$ cat config.mk
export PLATFORM = sky130hd
export DESIGN_NAME = tea_cbc_ctrl
export DESIGN_NICKNAME = d
export VERILOG_FILES = /design/src/rtl/tea_pkg.sv /design/src/rtl/tea_byte_ser.sv /design/src/rtl/tea_cbc_ctrl.sv
export SDC_FILE = /design/constraint.sdc
export NUM_CORES = 1
export LEC_CHECK = 0
export ABC_AREA = 1
export CAP_MARGIN = 10
export CORE_ASPECT_RATIO = 1.2
export CORE_UTILIZATION = 55
export CTS_CLUSTER_DIAMETER = 200
export DETAILED_ROUTE_END_ITERATION = 10
export HOLD_SLACK_MARGIN = 0.08
export PLACE_DENSITY = 0.81
export SETUP_SLACK_MARGIN = 0.15
export SKIP_CTS_REPAIR_TIMING = 1
export SYNTH_ARGS = -nofsm -noshare
export SYNTH_HDL_FRONTEND = slang
export SYNTH_HIERARCHICAL = 1
export SYNTH_SLANG_ARGS = --single-unit
$ cat constraint.sdc
create_clock -name clk -period 22.6 [get_ports clk]
set_clock_uncertainty 0.2 [all_clocks]
set_input_delay 6.78 -clock clk [delete_from_list [all_inputs] [get_ports clk]]
set_output_delay 6.78 -clock clk [all_outputs]
set_load 0.01 [all_outputs]
$ cat src/rtl/tea_pkg.sv
// tea_pkg: shared constants and FSM state type for the TEA-CBC byte controller
package tea_pkg;
  localparam logic [31:0] TEA_DELTA = 32'h9E3779B9;
  localparam int BLOCK_W = 64;
  localparam int BYTES_PER_BLOCK = 8;
  typedef enum logic [1:0] {COLLECT, LAUNCH, WAIT, EMIT} state_t;
endpackage

$ cat src/rtl/tea_byte_ser.sv
// tea_byte_ser: serializes a 64-bit word MSB-first into bytes over valid/ready
module tea_byte_ser
  import tea_pkg::*;
(
  input  logic               clk,
  input  logic               reset,
  input  logic               load,
  input  logic [BLOCK_W-1:0] data,
  output logic [7:0]         out_data,
  output logic               out_valid,
  input  logic               out_ready,
  output logic               last
);
  logic [BLOCK_W-1:0] shreg;
  logic [2:0]         cnt;
  assign out_data = shreg[BLOCK_W-1 -: 8];
  assign last = out_valid && out_ready && cnt == 3'd7;
  // shift out one byte per accepted transfer; drop valid after the eighth
  always_ff @(posedge clk or posedge reset) begin
    if (reset) begin
      shreg     <= '0;
      cnt       <= '0;
      out_valid <= 1'b0;
    end else if (load) begin
      shreg     <= data;
      cnt       <= '0;
      out_valid <= 1'b1;
    end else if (out_valid && out_ready) begin
      shreg <= {shreg[BLOCK_W-9:0], 8'h00};
      cnt   <= cnt + 3'd1;
      if (cnt == 3'd7) out_valid <= 1'b0;
    end
  end
endmodule

$ cat src/rtl/tea_cbc_ctrl.sv
// tea_cbc_ctrl: packs plaintext bytes into 64-bit blocks, CBC-chains them through an external TEA core and streams ciphertext bytes
module tea_cbc_ctrl
  import tea_pkg::*;
#(
  parameter int ENC_TIMEOUT = 64
) (
  input  logic        clk,
  input  logic        reset,
  input  logic [7:0]  in_data,
  input  logic        in_valid,
  output logic        in_ready,
  input  logic        iv_load,
  input  logic [63:0] iv,
  output logic        enc_start,
  output logic [31:0] enc_v1,
  output logic [31:0] enc_v2,
  input  logic        enc_done,
  input  logic [31:0] enc_v1_out,
  input  logic [31:0] enc_v2_out,
  output logic [7:0]  out_data,
  output logic        out_valid,
  input  logic        out_ready,
  output logic        busy,
  output logic        error
);
  localparam int TW = $clog2(ENC_TIMEOUT + 1);
  state_t             state;
  logic [2:0]         bcnt;
  logic [BLOCK_W-1:0] block, chain, nxt_block;
  logic [TW-1:0]      tcnt;
  logic               done_q, take, fire, ser_last;
  assign in_ready = state == COLLECT;
  assign busy     = state != COLLECT;
  assign take     = in_valid && in_ready;
  assign fire     = state == WAIT && enc_done && !done_q;
  // byte k lands at bits [63-8k -: 8], so the first byte is the block MSB
  always_comb begin
    nxt_block = block;
    nxt_block[{~bcnt, 3'b000} +: 8] = in_data;
  end
  // block FSM; done_q tracks enc_done so only a fresh 0->1 edge completes WAIT
  always_ff @(posedge clk or posedge reset) begin
    if (reset) begin
      state     <= COLLECT;
      bcnt      <= '0;
      block     <= '0;
      chain     <= '0;
      tcnt      <= '0;
      done_q    <= 1'b0;
      enc_start <= 1'b0;
      enc_v1    <= '0;
      enc_v2    <= '0;
      error     <= 1'b0;
    end else begin
      done_q    <= enc_done;
      enc_start <= 1'b0;
      case (state)
        COLLECT: begin
          if (iv_load && bcnt == 3'd0) chain <= iv;
          if (take) begin
            block <= nxt_block;
            bcnt  <= bcnt + 3'd1;
            if (bcnt == 3'd7) begin
              state     <= LAUNCH;
              enc_start <= 1'b1;
              enc_v1    <= nxt_block[63:32] ^ chain[63:32];
              enc_v2    <= nxt_block[31:0] ^ chain[31:0];
            end
          end
        end
        LAUNCH: begin
          state <= WAIT;
          tcnt  <= '0;
        end
        WAIT: begin
          if (fire) begin
            chain <= {enc_v1_out, enc_v2_out};
            state <= EMIT;
          end else if (tcnt == TW'(ENC_TIMEOUT - 1)) begin
            error <= 1'b1;
            state <= COLLECT;
          end else begin
            tcnt <= tcnt + 1'b1;
          end
        end
        EMIT: state <= ser_last ? COLLECT : EMIT;
        default: state <= COLLECT;
      endcase
    end
  end
  tea_byte_ser u_ser (
    .clk      (clk),
    .reset    (reset),
    .load     (fire),
    .data     ({enc_v1_out, enc_v2_out}),
    .out_data (out_data),
    .out_valid(out_valid),
    .out_ready(out_ready),
    .last     (ser_last)
  );
endmodule

==> impl_metrics.json <==
{
  "status": "completed",
  "setup_tns_ns": 0,
  "clkTransAtPathRegs_ns": 0.06,
  "reg2reg_depth": 10,
  "synth_cell_type_count": 28,
  "cp.depth": 9,
  "synth_seq_cells": 275,
  "synth.cell_area_sq_um": 14100,
  "placement.cell_area_sq_um": 16200,
  "ys_async_sr_fraction_pct": 100,
  "seq_area_frac_synth_pct": 48.7,
  "fmax_ghz": 0.0995,
  "wirelength_um": 41900,
  "worst-path-buf-inv": 4,
  "static-leakage-power_nw": 8.81,
  "placementRows": 63,
  "worst_hold_path.endpoint": "error",
  "synth_edf_count": 0,
  "hold_viol": 0,
  "p_per_area_nw_per_um2": 60.1,
  "nNetsFinal": 2240,
  "cts.sink_count": 275,
  "critical_path.startpoint_type": "input pin",
  "preCtsSetupSlack_ns": 12.09,
  "cts_tree": "yes",
  "coreArea_sq_um": 25000,
  "critPathSlowestCell": "sky130_fd_sc_hd__nand2_1",
  "gp_routability_congestion": 0.920,
  "rsz_0062_raised_after_global_routing": "false",
  "slew_headroom_pct": 27.9,
  "grt_start_max_net_pins": 125,
  "cp_data_arrival_time_ns": 10.33,
  "vdd_drop_max_mv": 0.0580,
  "critPathMostFrequentCell": "sky130_fd_sc_hd__nand2_1",
  "share_of_post_route_cells_with_drive_strength_above_1_pct": 4.31,
  "starting_density_of_the_core_pct": 56.5,
  "dr.first_iter.drc_count": 1442,
  "track_usage_pct": 32.4,
  "cts_buffer_depth": 3,
  "total_of_endpoints_with_negative_setup_slack_in_the_final_report": 0,
  "syn-num-nets": 2088,
  "wl_per_cell_um": 17.2,
  "antennaDiodeCount": 0,
  "path_delay_family": "buffers and inverters",
  "final.period_utilization_pct": 44.5,
  "layout_common_cells": "sky130_fd_sc_hd__nand2_1 (868), sky130_fd_sc_hd__dfrtp_1 (275), sky130_fd_sc_hd__nand3_1 (259)",
  "synth_cells": 1937,
  "hold_path_class": "register to register",
  "syn_to_final_growth_pct": 21.9,
  "layout.cells.most_common": "sky130_fd_sc_hd__nand2_1",
  "dieArea_sq_um": 26300,
  "layout_setup_ws_ns": 12.55,
  "detailedRoute.firstPassIterationCount": 6,
  "timing.reg2reg.setup_slack_ns": 18.40,
  "cts_max_level": 1,
  "max_slew.worst_pin.slew_ns": 1.08,
  "via_count_of_the_first_global_routing_pass": 12900,
  "ys.flop_type": "sky130_fd_sc_hd__dfrtp_1",
  "cp_slowest_stage_delay_ns": 0.92,
  "cts_root_buf": "sky130_fd_sc_hd__clkbuf_16",
  "grt_antenna_before_repair": 0,
  "r2r-start": "state[0]",
  "timing.hold.worst.start": "error",
  "buffer_ports.inserted": 218,
  "timing.rr.end": "u_ser/shreg[23]",
  "max_cap_violation_count": 0,
  "holdPathStages": 1,
  "filler_cell_count": 2012,
  "worstSetupEndpointType": "register",
  "dp.final_hpwl_um": 29400,
  "setup_crit_path_kind": "input pin to register",
  "cp_cell_sequence": "clkdlybuf4s50_1 > nand2_1 > nor2_4 > buf_4 > clkinv_2 > nand2_1 > buf_4 > nand2_1 > nand2_1",
  "final_design_area_no_fill_sq_um": 17200,
  "final_antenna_net_count": 0,
  "grt_remaining_overflow": 0,
  "crit_fanout": 67,
  "route.vias.total": 13500,
  "die-width_um": 148,
  "die_height_um": 178,
  "grt_pass1_wl_um": 66100,
  "post-route-min-period_ns": 10.05,
  "total_cts_buffers": 28,
  "design.portCount": 219,
  "timing_max_transition_violations_final": 0,
  "drc_errors": 0,
  "critPathRequiredTime_ns": 22.88,
  "avgSynthCellArea_sq_um": 7.29,
  "synth_warnings": 6,
  "clock_insertion_delay_worst_skew_ns": 0.56,
  "drt-vias-per-instance": 5.53
}
## worst max path at each step
stage / from / to / slack [ns]
global placement: enc_done / u_ser/shreg[11] / 12.16
global route: enc_done / u_ser/shreg[27] / 12.31
finish: enc_done / u_ser/shreg[23] / 12.55
floorplan: reset / bcnt[0] / 9.97
CTS: enc_done / u_ser/shreg[23] / 12.65
detailed placement: enc_done / u_ser/shreg[20] / 12.09
## cell usage after synthesis, types with 11 or more instances
library cell / number / share of area, %
sky130_fd_sc_hd__nor2_1: 84 / 2.2
sky130_fd_sc_hd__buf_4: 28 / 1.5
sky130_fd_sc_hd__dfrtp_1: 275 / 49
sky130_fd_sc_hd__inv_1: 150 / 4.0
sky130_fd_sc_hd__inv_2: 11 / 0.29
sky130_fd_sc_hd__buf_2: 52 / 1.8
sky130_fd_sc_hd__nand2_1: 868 / 23
sky130_fd_sc_hd__nand3_1: 259 / 9.2
sky130_fd_sc_hd__clkbuf_1: 19 / 0.51
sky130_fd_sc_hd__o21ai_1: 19 / 0.67
sky130_fd_sc_hd__a31oi_1: 69 / 3.1
sky130_fd_sc_hd__o21ai_0: 52 / 1.8
## per-layer routing
| metal | routed length, um | GRT usage [%] | up-vias |
|---|---|---|---|
| li1 | - | - | 6419 |
| met1 | 16300 | 41.8 | 6284 |
| met2 | 20000 | 53.1 | 630 |
| met3 | 3160 | 4.24 | 150 |
| met4 | 2390 | 17.3 | 0 |
| met5 | 0 | 0 | - |
## cell families after synthesis
kind of cell / count (synthesis) / synth area share (%)
DFF: 275 / 48.7
xor gates and xnor gates: 4 / 0.248
and+or+nand+nor: 1229 / 35.5
adders and majority gates: 9 / 0.798
AOI/OAI and AO/OA: 151 / 6.14
buffers and inverters: 269 / 8.57
## report_power, final
group / internal [mW] / switching, mW / leakage [nW]
sequential: 0.492 / 0.0000216 / 3.76
combinational: 0.0238 / 0.0236 / 4.56
clock: 0.292 / 0.203 / 0.482
total: 0.808 / 0.227 / 8.81
## state kept, by name (all words and copies together), names as in the netlist
register         cells
enc_v1              32
u_ser/cnt            3
u_ser/out_valid      1
error                1
chain               64
enc_start            1
enc_v2              32
done_q               1
bcnt                 3
u_ser/shreg         64
tcnt                 7
block               64
state                2
## layout make-up
type                       count  area [sq um]  share of cell area [%]
sequential                   275          6880                    40.0
multi-input combinational   1393          6050                    35.2
timing repair buffer         229          2260                    13.2
clock buffer                  39           833                    4.84
inverter                     162           617                    3.58
tap                          325           407                    2.36
clock inverter                13           159                   0.923
## per-stage QoR
step                      power, mW  cells  hold slack, ns  utilization (%)
after floorplan               0.513   1937           0.249                -
after global placement        0.549   2384           0.259             64.9
after detailed placement      0.549   2384           0.261             64.9
after CTS                      1.04   2436           0.279             68.9
after global routing           1.06   2436           0.304             68.9
final                          1.03   2436           0.272             68.9
Power figures use the tool's default switching activity.
